## src/rtl/reqack_pkg.sv

```systemverilog
// Shared types, defaults and helpers for the req/ack responder and its checker.
package reqack_pkg;

    typedef enum logic [2:0] {
        ST_IDLE  = 3'd0,
        ST_WAIT  = 3'd1,
        ST_ACK   = 3'd2,
        ST_WORK  = 3'd3,
        ST_DONE  = 3'd4,
        ST_ABORT = 3'd5
    } reqack_state_t;

    // Latency bound shared with the req/ack equivalence checker's max.
    localparam int REQACK_MAX_LAT = 5;
    localparam int REQACK_CNT_W   = 4;

    // Map the requested delay into 1..max_lat (0 becomes 1).
    function automatic logic [REQACK_CNT_W-1:0] clamp_delay(
        input logic [2:0]              raw,
        input logic [REQACK_CNT_W-1:0] max_lat
    );
        logic [REQACK_CNT_W-1:0] wide;
        wide = REQACK_CNT_W'(raw);
        if (wide == {REQACK_CNT_W{1'b0}}) begin
            return REQACK_CNT_W'(1);
        end else if (wide > max_lat) begin
            return max_lat;
        end else begin
            return wide;
        end
    endfunction

endpackage

```

## src/rtl/reqack_down_cnt.sv

```systemverilog
// Loadable down-counter used for both the req-to-ack wait and the work phase.
module reqack_down_cnt
    import reqack_pkg::*;
#(
    parameter int CNT_W = REQACK_CNT_W
) (
    input  logic             clk,
    input  logic             reset_n,
    input  logic             load,
    input  logic [CNT_W-1:0] val,
    input  logic             en,
    output logic             zero
);

    logic [CNT_W-1:0] cnt_r;

    // Load has priority over decrement; the count parks at zero.
    always_ff @(posedge clk or negedge reset_n) begin
        if (!reset_n) begin
            cnt_r <= {CNT_W{1'b0}};
        end else if (load) begin
            cnt_r <= val;
        end else if (en && !zero) begin
            cnt_r <= cnt_r - CNT_W'(1);
        end else begin
            cnt_r <= cnt_r;
        end
    end

    assign zero = (cnt_r == {CNT_W{1'b0}});

endmodule

```

## src/rtl/reqack_responder.sv

```systemverilog
// Responder side of the four-phase req/ack/done handshake with interrupt abort.
module reqack_responder
    import reqack_pkg::*;
#(
    parameter int MAX_LAT  = REQACK_MAX_LAT,
    parameter int XFER_CYC = 3,
    parameter int CNT_W    = REQACK_CNT_W
) (
    input  logic       clk,
    input  logic       reset_n,
    input  logic       req,
    input  logic       intrpt,
    input  logic [2:0] cfg_delay,
    output logic       ack,
    output logic       done,
    output logic       busy,
    output logic       err,
    output logic [7:0] abort_cnt
);

    reqack_state_t state_r;
    reqack_state_t state_s;

    logic             ack_r, ack_s;
    logic             done_r, done_s;
    logic             busy_r;
    logic             err_r, err_s;
    logic [7:0]       abort_cnt_r;
    logic             abort_inc_s;

    logic             cnt_load_s;
    logic             cnt_en_s;
    logic [CNT_W-1:0] cnt_val_s;
    logic             cnt_zero_s;
    logic [CNT_W-1:0] wait_val_s;
    logic [CNT_W-1:0] work_val_s;

    // The counter holds "cycles remaining minus one", so a phase ends on the
    // edge that finds it already at zero: load d-1 to see ack after edge k+d.
    assign wait_val_s = CNT_W'(clamp_delay(cfg_delay, REQACK_CNT_W'(MAX_LAT))) - CNT_W'(1);
    assign work_val_s = CNT_W'(XFER_CYC - 1);

    reqack_down_cnt #(
        .CNT_W (CNT_W)
    ) u_cnt (
        .clk     (clk),
        .reset_n (reset_n),
        .load    (cnt_load_s),
        .val     (cnt_val_s),
        .en      (cnt_en_s),
        .zero    (cnt_zero_s)
    );

    // State register.
    always_ff @(posedge clk or negedge reset_n) begin
        if (!reset_n) begin
            state_r <= ST_IDLE;
        end else begin
            state_r <= state_s;
        end
    end

    // Next-state and next-output decode; intrpt outranks err and normal moves.
    always_comb begin
        state_s     = state_r;
        ack_s       = 1'b0;
        done_s      = 1'b0;
        err_s       = 1'b0;
        abort_inc_s = 1'b0;
        cnt_load_s  = 1'b0;
        cnt_en_s    = 1'b0;
        cnt_val_s   = wait_val_s;
        case (state_r)
            ST_IDLE: begin
                if (req) begin
                    state_s    = ST_WAIT;
                    cnt_load_s = 1'b1;
                    cnt_val_s  = wait_val_s;
                end else begin
                    state_s = ST_IDLE;
                end
            end
            ST_WAIT: begin
                if (intrpt) begin
                    state_s     = ST_ABORT;
                    abort_inc_s = 1'b1;
                end else if (!req) begin
                    state_s = ST_IDLE;
                    err_s   = 1'b1;
                end else if (cnt_zero_s) begin
                    state_s = ST_ACK;
                    ack_s   = 1'b1;
                end else begin
                    cnt_en_s = 1'b1;
                end
            end
            ST_ACK: begin
                if (intrpt) begin
                    state_s     = ST_ABORT;
                    abort_inc_s = 1'b1;
                end else if (!req) begin
                    state_s    = ST_WORK;
                    cnt_load_s = 1'b1;
                    cnt_val_s  = work_val_s;
                end else begin
                    ack_s = 1'b1;
                end
            end
            ST_WORK: begin
                if (intrpt) begin
                    state_s     = ST_ABORT;
                    abort_inc_s = 1'b1;
                end else if (cnt_zero_s) begin
                    state_s = ST_DONE;
                    done_s  = 1'b1;
                end else begin
                    cnt_en_s = 1'b1;
                end
            end
            ST_DONE: begin
                state_s = ST_IDLE;
            end
            ST_ABORT: begin
                if (!req) begin
                    state_s = ST_IDLE;
                end else begin
                    state_s = ST_ABORT;
                end
            end
            default: begin
                state_s = ST_IDLE;
            end
        endcase
    end

    // Registered handshake outputs.
    always_ff @(posedge clk or negedge reset_n) begin
        if (!reset_n) begin
            ack_r  <= 1'b0;
            done_r <= 1'b0;
            err_r  <= 1'b0;
            busy_r <= 1'b0;
        end else begin
            ack_r  <= ack_s;
            done_r <= done_s;
            err_r  <= err_s;
            busy_r <= (state_s != ST_IDLE);
        end
    end

    // Saturating abort counter.
    always_ff @(posedge clk or negedge reset_n) begin
        if (!reset_n) begin
            abort_cnt_r <= 8'd0;
        end else if (abort_inc_s && (abort_cnt_r != 8'hFF)) begin
            abort_cnt_r <= abort_cnt_r + 8'd1;
        end else begin
            abort_cnt_r <= abort_cnt_r;
        end
    end

    assign ack       = ack_r;
    assign done      = done_r;
    assign busy      = busy_r;
    assign err       = err_r;
    assign abort_cnt = abort_cnt_r;

endmodule

```

## config.mk

```make
export PLATFORM = sky130hd
export DESIGN_NAME = reqack_responder
export DESIGN_NICKNAME = d
export VERILOG_FILES = /design/src/rtl/reqack_pkg.sv /design/src/rtl/reqack_down_cnt.sv /design/src/rtl/reqack_responder.sv
export SDC_FILE = /design/constraint.sdc
export NUM_CORES = 1
export LEC_CHECK = 0
export ABC_AREA = 1
export CORE_MARGIN = 10
export CORE_UTILIZATION = 45
export DETAILED_ROUTE_END_ITERATION = 10
export MAX_ROUTING_LAYER = met4
export PLACE_DENSITY = 0.72
export SLEW_MARGIN = 30
export SYNTH_ARGS = -nofsm -noshare
export SYNTH_HDL_FRONTEND = slang
export SYNTH_SLANG_ARGS = --single-unit
```

## constraint.sdc

```tcl
create_clock -name clk -period 1.4 [get_ports clk]
set_input_delay 0.28 -clock clk [delete_from_list [all_inputs] [get_ports clk]]
set_output_delay 0.28 -clock clk [all_outputs]
set_load 0.005 [all_outputs]
```

==> results.md, run 1 <==
- Outcome: finished, violations left
- Failing checks: negative setup slack
- Full die area: 5180 um^2
- CP Launch Type: flop
- GR Util met1: 0.128
- Post-Synthesis Cell Area: 1210 um^2
- HP Class: in -> async
- CP Launch Point: abort_cnt[1]
- CTS H-tree lvls: 1
- # IOs: 19
- Reg2reg setup slack: -4 ps
- DR vias/cell: 5.09
- Iteration-0 DRC Markers: 79
- Arrival time worst endpoint: 1650 ps
- Setup violators final: 1
- Via Count: 1,293
- Largest net degree at the start of global routing: 20
- Antenna diode count: 0
- Critical path capture point: abort_cnt[2]
- R2r startpoint: abort_cnt[1]
- Gr usage total: 0.131
- Initial antenna violation count: 0
- CTS sink cnt: 19
- FF-to-FF End: abort_cnt[2]
- Minimum clock period: between 1000 and 1500 ps
- Fmax: 712 MHz
- Worst setup EP type: flop
- Area occupied by multi-input gates: 721 um^2
- Syn_area_per_cell: 7.19 um^2
- Most frequent cells in the layout: nand2_1 (53), buf_4 (31), inv_1 (21), dfrtp_1 (15)
- Port bufs: 18
- Final hold vios: 0
- Die span in y: just over 70 um
- Drt total wl: 3.17 mm
- Vias in the first global route: 1,314
- Initial Util: 0.482
- Worst Max-Slew Pin Slew: about 290 ps
- Power Dens Cells: 1600 nW/um^2
- Sequential share of the synthesized area: 0.391
- Syn_nets: 179
- CTS tree: done
- CTS Root Buffer Type: clkbuf_4
- Yosys top cell by area: dfrtp_1
- Number of synthesized register bits: 19
- GRT met3 Usage: 0.0395
- Fraction of layout cells with a size suffix above 1: 0.326
- 1st-pass router iterations: 4
- Max-cap violations: 0
- P_leak: 1.04 nW
- Cell variety after synth: 23
- Cells after synthesis: 169
- Detailed-route DRC error count: 0
- Remaining global-route overflow: 0
- First-pass GRT wire length: 5.42 mm
- Worst vdd ir: about 0.0015 V
- Final #Nets: 235
- CTS Buffer Depth: 2
- Standard-cell rows: 18
- Yosys warning total: 0
- Post-DP HPWL: 2.22 mm
- Clk_skew: around 1.4 ps
- Post-synth top area share: 0.391
- GR Util met2: 0.225
- Hold_buf cts: 0
- Area delta synth->final: 48.8%
- Pins over their slew limit: 0
- Required @ worst endpoint: roughly 1600 ps
- Total CTS buffers: 3
- Fin crit share: 1.00
- Die X: 72.0 um
- Clock transition at path regs: 100 ps
- Critical path peak fanout: 8
- Post-route setup slack: -4.07 ps
- Slew headroom: 0.806
- Fin Hold WS: a little under 300 ps
- RSZ-0062 raised after global routing: yes
- GR peak layer: met2
- Area contributors post-synth: dfrtp_1 (39%), nand2_1 (18%), inv_1 (7.4%)
- Post-DR wirelength/cell: 12.5 um
- Critical path class: reg -> reg
- Most common cell after layout, fill and taps aside: nand2_1
- Worst-skew pair later-pin latency: 310 ps
- Reg2Reg Depth: 8
- DRT antenna net count: 0
- Filler Cells Inserted: 193
- FF+latch area: 480 um^2
- Global placement routability congestion: 0.891
- Area of the core: around 2500 um^2
- Final Core Density: 0.717
- Pre-CTS WS: -376 ps
==> where the power goes <==
group | switching [mW] | internal, mW
combinational | 0.925 | 0.835
sequential | 0.128 | 0.721
clock | 0.177 | 0.112
==> through the flow <==
stage	area, um^2	instances	power (mW)	setup TNS (ps)
5_1_grt	1810	254	3.17	-339
4_1_cts	1680	248	2.59	-209
3_3_place_gp	1590	236	2.18	-2420
6_report	1810	254	2.90	-4.07
2_1_floorplan	1210	169	1.64	0
3_5_place_dp	1590	236	2.22	-2770
==> final cells by class <==
| cell class | instances | share of cell area |
|---|---|---|
| multi-input cells | 123 | 0.399 |
| flip-flops and latches | 19 | 0.266 |
| repair buffers | 51 | 0.243 |
| inverters | 27 | 0.0574 |
| well taps | 30 | 0.0208 |
| clock buffers | 4 | 0.0145 |
==> how the worst min path moves through the flow <==
stage | start | slack, ps | cells past startpoint | to
floorplan | reset_n | -20 | 0 | abort_cnt[0]
global placement | u_cnt.cnt_r[0] | 520 | 2 | u_cnt.cnt_r[0]
detailed placement | u_cnt.cnt_r[3] | 520 | 2 | u_cnt.cnt_r[3]
CTS | reset_n | 300 | 2 | u_cnt.cnt_r[2]
global route | reset_n | 310 | 2 | abort_cnt[2]
finish | reset_n | 290 | 2 | abort_cnt[4]
==> Yosys cell counts, drive strengths merged <==
library cell  number
and2               1
xnor2              2
nor3               2
nor2              13
a21oi              2
dfrtp             19
nor4               2
xor2               4
nand3             18
inv               27
o21ai              5
ha                 3
nand4              7
nand3b             1
nand2             63
==> metal layers <==
layer	part of all wire	wire, um
met1	0.40	1280
met2	0.52	1650
met3	0.054	170
met4	0.021	67
met5	0	0
==> timing repair <==
item / 4_1_cts / 5_1_grt
setup buffers: 8 / 6
gates resized for setup: 18 / 29
setup endpoints to repair: 19 / 16
cloned: 0 / 0
pin swaps: 1 / 9
==> worst max-delay path, cell delays in order (launching register included) <==
cell	delay (ps)
dfrtp_1	380
buf_6	120
ha_4	140
inv_4	40
nor3_4	280
nand2_2	110
nand2_4	140
nand2_1	70
o21ai_1	60
==> sequential cells by signal, indices dropped and copies added (netlist names) <==
signal,cells
u_cnt.cnt_r,4
err,1
state_r,3
done,1
busy,1
abort_cnt,8
ack,1
==> logic make-up (layout without fill, tap and decap cells) <==
kind of cell,Yosys count,after routing,share of synthesized area
simple gates,107,107,0.419
compound gates,7,7,0.0319
flops,19,19,0.391
buf+inv,27,82,0.0834
fa+ha+maj,3,3,0.0309
xor+xnor,6,6,0.0433
No activity file was read; power rests on OpenSTA's default activity.
==> inputs of run 2 (changes only) <==
--- a/config.mk
+++ b/config.mk
@@ -5,12 +5,13 @@
 export SDC_FILE = /design/constraint.sdc
 export NUM_CORES = 1
 export LEC_CHECK = 0
-export ABC_AREA = 1
+export ABC_AREA = 0
 export CORE_MARGIN = 10
 export CORE_UTILIZATION = 45
 export DETAILED_ROUTE_END_ITERATION = 10
 export MAX_ROUTING_LAYER = met4
-export PLACE_DENSITY = 0.72
+export PLACE_DENSITY = 0.73
+export REMOVE_ABC_BUFFERS = 1
 export SLEW_MARGIN = 30
 export SYNTH_ARGS = -nofsm -noshare
 export SYNTH_HDL_FRONTEND = slang
==> run 2 against run 1 <==
First-iteration DRC count down 15%; via count is 16% lower; fmax shrank 11%; the run still ends with negative setup slack left; non-clock buffer count grew 7; clock power fell by 2%.
==> results.md, run 2 <==
- Critical path class: reg -> reg
- Most frequent cells in the layout: buf_4 (30), dfrtp_1 (14), buf_6 (10), a21oi_1 (7)
- Die X: 70.3 um (-2.3%)
- Most used DFF post-synth: dfrtp_1
- CTS Buffer Depth: 2 (unchanged)
- Number of synthesized register bits: 19 (unchanged)
- Fraction of layout cells with a size suffix above 1: 0.470 (+0.144)
- CTS Root Buffer Type: clkbuf_4
- Critical path peak fanout: 4 (-4)
- Outcome: finished, violations left
- Sequential share of the synthesized area: 0.417 (+0.0258)
- Syn_area_per_cell: 10.3 um^2 (+43%)
- Yosys warning total: 0 (unchanged)
- Area occupied by multi-input gates: 732 um^2 (+1.6%)
- Initial antenna violation count: 0 (unchanged)
- Fin crit share: 1.13 (+0.129)
- Switch Pwr: 1.22 mW (-0.89%)
- Area contributors post-synth: dfrtp_1 (42%), a21oi_1 (4.0%), xor2_1 (3.8%)
- Drt total wl: 3.22 mm (+1.7%)
- Post-DR wirelength/cell: 16.3 um (+30%)
- Top cells by count, synth: dfrtp_1 (19), a21oi_1 (9), nor2_1 (8)
- FF+latch area: 482 um^2 (+0.26%)
- CP Launch Type: flop
- Standard-cell rows: 18 (unchanged)
- Power Dens Cells: 1730 nW/um^2 (+8.1%)
- Required @ worst endpoint: 1600 ps (-40 ps)
- Pins over their slew limit: 0 (unchanged)
- Ys async rst share: 1.00 (unchanged)
- Post-Synthesis Cell Area: 1140 um^2 (-6.2%)
- # IOs: 19 (unchanged)
- Post-synth top area share: 0.417 (+0.0258)
- Final Core Density: 0.732 (+0.0151)
- RSZ-0062 raised after global routing: yes
- Largest net degree at the start of global routing: 20 (unchanged)
- DRT antenna net count: 0 (unchanged)
- Max-cap violations: 0 (unchanged)
- Internal: 1.90 mW (+14%)
- Filler Cells Inserted: 188 (-2.6%)
- Antenna diode count: 0 (unchanged)
- Failing checks: negative setup slack
- Minimum clock period: 1580 ps (+180 ps)
- Via Count: 1,087 (-16%)
- Crit-path max cell delay: 410 ps (+30 ps)
- Comb power frac: 0.607 (about the same)
- Switching share of total power: 0.391 (-0.0330)
- Setup violators final: 8 (+7)
- Cells after synthesis: 111 (-34%)
- Worst Max-Slew Pin Slew: 301 ps (+11.4 ps)
- Worst-skew pair later-pin latency: 300 ps (about the same)
- CP cell instances: inv_2, ha_4, or3b_4, buf_6, nand4_1, xnor2_1, and2_1
- Cell variety after synth: 43 (+87%)
- Clk_skew: 2.02 ps (+0.654 ps)
- Clk pwr share: 0.091 (-0.008)
- 1st-pass router iterations: 6 (+2)
- Worst path top cell family by delay: simple AND/OR/NAND/NOR gates
- CTS sink cnt: 19 (unchanged)
- CTS H-tree lvls: 1 (unchanged)
- Remaining global-route overflow: 0 (unchanged)
- Clock transition at path regs: 110 ps (about the same)
- Max reg flops: 8 (unchanged)
- Initial Util: 0.464 (-0.0173)
- Gr usage total: 0.136 (+0.00492)
- Yosys top cell by area: dfrtp_1
- CTS tree: done
- Detailed-route DRC error count: 0 (unchanged)
- P_leak: 0.823 nW (-21%)
- Global placement routability congestion: 0.936 (+5.0%)
- Die span in y: 70.3 um (-2.3%)
- Crit-path slowest cell: or3b_4
- Slew headroom: 0.799 (-0.00785)
- Number of synthesized flops with an enable pin: 0 (unchanged)
- Area of the core: 2450 um^2 (-2.7%)
- Post-DP HPWL: 2.11 mm (-5.2%)
- Port bufs: 18 (unchanged)
- Final Power: 3.11 mW (+7.5%)
- DR vias/cell: 5.49 (+7.8%)
- First-pass GRT wire length: 5.33 mm (-1.8%)
- Iteration-0 DRC Markers: 67 (-15%)
- Arrival time worst endpoint: 1790 ps (+140 ps)
- Worst setup EP type: flop
- Post-route setup slack: -184 ps (-180 ps)
- Most common cell after layout, fill and taps aside: buf_4
- Total CTS buffers: 3 (unchanged)
- Full die area: 4950 um^2 (-4.5%)
- Flop pwr share: 0.302 (+0.009)
- Vias in the first global route: 1,134 (-14%)
- WP buf/inv: 2 (unchanged)
- Most common cell in the netlist: dfrtp_1
- Worst vdd ir: 0.00145 V (-2.2%)
- HP Class: in -> async
- Area delta synth->final: 57.6%
- Final hold vios: 0 (unchanged)
- Fmax: 631 MHz (-11%)
- Final #Nets: 179 (-24%)
[run 2: timing repair]
item,CTS,global route
buffers inserted,8,7
endpoints found under the setup margin,25,23
hold buffers,0,0
pin swaps,8,12
resized for setup,29,30
[run 2: final timing paths]
kind | from | end | slack (ps) | cells after the start
hold / removal | reset_n | done | 310 | 2
min in group clk | abort_cnt[3] | abort_cnt[3] | 580 | 2
setup / recovery | u_cnt.cnt_r[0] | u_cnt.cnt_r[3] | -180 | 7
hold reg to reg | abort_cnt[3] | abort_cnt[3] | 580 | 2
max in group asynchronous | reset_n | abort_cnt[7] | 870 | 2
setup reg to reg | u_cnt.cnt_r[0] | u_cnt.cnt_r[3] | -180 | 7
[run 2: cells by family (layout without fill, tap and decap cells)]
| kind of cell | count (synthesis) | count (layout) | synth area share |
|---|---|---|---|
| simple gates | 46 | 46 | 0.293 |
| compound gates | 22 | 22 | 0.125 |
| fa+ha+maj | 3 | 3 | 0.0329 |
| xor+xnor | 9 | 9 | 0.0691 |
| mux | 2 | 2 | 0.0220 |
| buf+inv | 10 | 67 | 0.0406 |
| flops | 19 | 19 | 0.417 |
[run 2: per-layer routing]
metal | vias up | part of all wire | global-route usage
met5 | - | 0 | -
met4 | 0 | 0.029 | 0.0921
met3 | 8 | 0.042 | 0.0353
met2 | 27 | 0.52 | 0.214
met1 | 533 | 0.41 | 0.146
li1 | 519 | - | -
[run 2: power groups by stage]
stage	sequential (mW)	clock (mW)	combinational (mW)
6_report	0.942	0.282	1.89
5_1_grt	0.967	0.336	2.04
4_1_cts	0.903	0.289	1.63
3_5_place_dp	0.898	0	1.49
3_3_place_gp	0.887	0	1.44
2_1_floorplan	0.970	0	0.659
[run 2: through the flow]
step / cells / setup TNS [ps] / area, um^2 / hold slack (ps) / setup WS (ps)
after floorplan: 106 / -394 / 1110 / -15.6 / -175
after detailed placement: 180 / -3930 / 1530 / 564 / -344
after global placement: 180 / -3390 / 1530 / 550 / -308
final: 198 / -848 / 1800 / 306 / -184
after global routing: 198 / -1710 / 1800 / 311 / -260
after CTS: 192 / -1260 / 1660 / 308 / -214
[run 2: cell type report]
cell class	count	share of cell area
Multi-Input combinational cell	82	0.407
Sequential cell	19	0.268
Tap cell	30	0.0209
Timing Repair Buffer	58	0.279
Clock buffer	4	0.0146
Inverter	5	0.0104
[run 2: worst register-to-register path, cell delays in order (launching register included)]
cell	delay, ps
dfrtp_1	400
inv_2	90
ha_4	140
or3b_4	410
buf_6	140
nand4_1	70
xnor2_1	80
and2_1	150
==> inputs of run 3 (changes only) <==
--- a/config.mk
+++ b/config.mk
@@ -7,10 +7,10 @@
 export LEC_CHECK = 0
 export ABC_AREA = 0
 export CORE_MARGIN = 10
-export CORE_UTILIZATION = 45
+export CORE_UTILIZATION = 47
 export DETAILED_ROUTE_END_ITERATION = 10
 export MAX_ROUTING_LAYER = met4
-export PLACE_DENSITY = 0.73
+export PLACE_DENSITY = 0.76
 export REMOVE_ABC_BUFFERS = 1
 export SLEW_MARGIN = 30
 export SYNTH_ARGS = -nofsm -noshare
==> run 3 against run 2 <==
The run still ends with negative setup slack left; combinational power increased by 7%; sequential cell count unchanged; critical path depth unchanged; largest cell class unchanged; largest power group unchanged; first-iteration DRC count decreased by 30%; non-clock buffer count increased by 1; final cell count decreased by 0.51%; worst setup slack got worse by 30 ps; final area increased by 1.5%; wire length increased by 0.28%.
==> results.md, run 3 (synthesis results as in run 2) <==
- Outcome: finished, violations left
- Failing checks: negative setup slack
- Critical path capture point: u_cnt.cnt_r[3]
- CP cell instances: inv_2, ha_4, or3b_4, buf_6, nand4_1, xnor2_1, and2_1
- Gr usage total: 0.126 (-0.00973)
- Most common cell after layout, fill and taps aside: buf_4
- Fmax: 619 MHz (-1.9%)
- Most frequent cells in the layout: buf_4 (30), dfrtp_1 (15), dlygate4sd2_1 (9), buf_6 (8), a21oi_1 (7)
- Filler Cells Inserted: 130 (-31%)
- Worst Max-Slew Pin Slew: 416 ps (+115 ps)
- Pins over their slew limit: 0 (unchanged)
- Area delta synth->final: 59.9%
- Remaining global-route overflow: 0 (unchanged)
- Arrival time worst endpoint: 1810 ps (+20 ps)
- RSZ-0062 raised after global routing: yes
- CTS sink cnt: 19 (unchanged)
- Via Count: 1,118 (+2.9%)
- Total CTS buffers: 3 (unchanged)
- Die X: 69.2 um (-1.5%)
- Worst-skew pair later-pin latency: 290 ps (about the same)
- First-pass GRT wire length: 5.12 mm (-3.9%)
- DR vias/cell: 5.68 (+3.4%)
- Global placement routability congestion: 0.830 (-11%)
- Slew headroom: 0.722 (-0.0764)
- Final hold vios: 0 (unchanged)
- Critical path class: reg -> reg
- Minimum clock period: 1610 ps (+30.2 ps)
- Final Core Density: 0.809 (+0.0766)
- Post-DP HPWL: 2.10 mm (about the same)
- FF-to-FF End: u_cnt.cnt_r[3]
- Iteration-0 DRC Markers: 47 (-30%)
- Initial Util: 0.506 (+0.0412)
- Reg2Reg Depth: 7 (unchanged)
- Detailed-route DRC error count: 0 (unchanged)
- CTS H-tree lvls: 1 (unchanged)
- CTS Buffer Depth: 2 (unchanged)
- Power Dens Cells: 1760 nW/um^2 (+1.7%)
- Clock transition at path regs: 110 ps (about the same)
- CTS Root Buffer Type: clkbuf_4
- DRT antenna net count: 0 (unchanged)
- # IOs: 19 (unchanged)
- Post-route setup slack: -215 ps (-30.2 ps)
- Die span in y: 69.2 um (-1.5%)
- Port bufs: 18 (unchanged)
- Antenna diode count: 0 (unchanged)
- CTS tree: done
- HP Class: in -> async
- Max-cap violations: 0 (unchanged)
- Full die area: 4790 um^2 (-3.1%)
- Setup violators final: 8 (unchanged)
- P_leak: 0.865 nW (+5.2%)
- Post-DR wirelength/cell: 16.4 um (+0.79%)
- R2r startpoint: u_cnt.cnt_r[0]
- Area of the core: 2250 um^2 (-8.2%)
- Reg2reg setup slack: -210 ps (-30 ps)
- Pre-CTS WS: -361 ps (-16.2 ps)
- Largest net degree at the start of global routing: 20 (unchanged)
- Fin Hold WS: 312 ps (+6.11 ps)
- Final #Nets: 180 (+0.56%)
- 1st-pass router iterations: 4 (-2)
- Standard-cell rows: 17 (-1)
- Required @ worst endpoint: 1600 ps (about the same)
- Vias in the first global route: 1,107 (-2.4%)
- CP Launch Point: u_cnt.cnt_r[0]
- Worst vdd ir: 0.00134 V (-7.6%)
- Fraction of layout cells with a size suffix above 1: 0.450 (-0.0205)
- Crit-path max cell delay: 410 ps (about the same)
- Critical path peak fanout: 4 (unchanged)
- CP Launch Type: flop
- Fin crit share: 1.15 (+0.0215)
- Worst setup EP type: flop
- Clk_skew: 11.1 ps (+9.10 ps)
- Initial antenna violation count: 0 (unchanged)
- Max reg flops: 8 (unchanged)
- Crit-path slowest cell: or3b_4
- Drt total wl: 3.23 mm (+0.28%)
[run 3: layout make-up]
cell class / instances / area [um^2] / share of cell area
tap: 28 / 35.0 / 0.0192
clock buffer: 4 / 26.3 / 0.0144
timing repair buffer: 59 / 542 / 0.297
inverter: 5 / 18.8 / 0.0103
sequential: 19 / 480 / 0.264
multi-input combinational: 82 / 721 / 0.395
[run 3: worst min path at each step]
| stage | endpoint | from | slack, ps | depth (start not counted) |
|---|---|---|---|---|
| 2_1_floorplan | abort_cnt[0] | reset_n | -20 | 0 |
| 3_3_place_gp | abort_cnt[7] | abort_cnt[7] | 550 | 1 |
| 3_5_place_dp | abort_cnt[4] | abort_cnt[4] | 560 | 2 |
| 4_1_cts | done | reset_n | 320 | 2 |
| 5_1_grt | err | reset_n | 310 | 2 |
| 6_report | done | reset_n | 310 | 2 |
[run 3: what timing repair did]
action / in CTS / in global routing
hold buffers: 0 / 0
pin swaps: 4 / 16
endpoints found under the setup margin: 23 / 23
setup buffers: 7 / 5
gates resized for setup: 20 / 31
cloned: 0 / 1
[run 3: critical path: cells and delay by family (launching register included)]
family,cells,cell delay [ps]
XOR/XNOR,1,90
buffers and inverters,2,220
adder cells (fa/ha/maj),1,140
AND/OR/NAND/NOR,3,650
flip-flops,1,400
[run 3: routing by layer]
metal	wire, um	part of all wire	GRT usage	vias to the layer above
met5	0	0	-	-
met4	97	0.030	0.0377	0
met3	130	0.040	0.0257	10
met2	1600	0.49	0.210	31
met1	1410	0.44	0.148	554
li1	-	-	-	523
[run 3: through the flow]
stage | instance area (um^2) | total power [mW] | instances | TNS (ps)
after CTS | 1640 | 2.78 | 191 | -1210
after global placement | 1550 | 2.36 | 180 | -3330
after detailed placement | 1550 | 2.44 | 180 | -3790
after global routing | 1820 | 3.43 | 197 | -1670
after floorplan | 1110 | 1.63 | 106 | -394
final | 1820 | 3.21 | 197 | -929
[run 3: power by group]
group / leakage, nW / internal (mW) / switching (mW)
registers: 0.238 / 0.733 / 0.178
logic: 0.612 / 1.15 / 0.875
clock network: 0.0150 / 0.110 / 0.161
total: 0.865 / 2.00 / 1.21
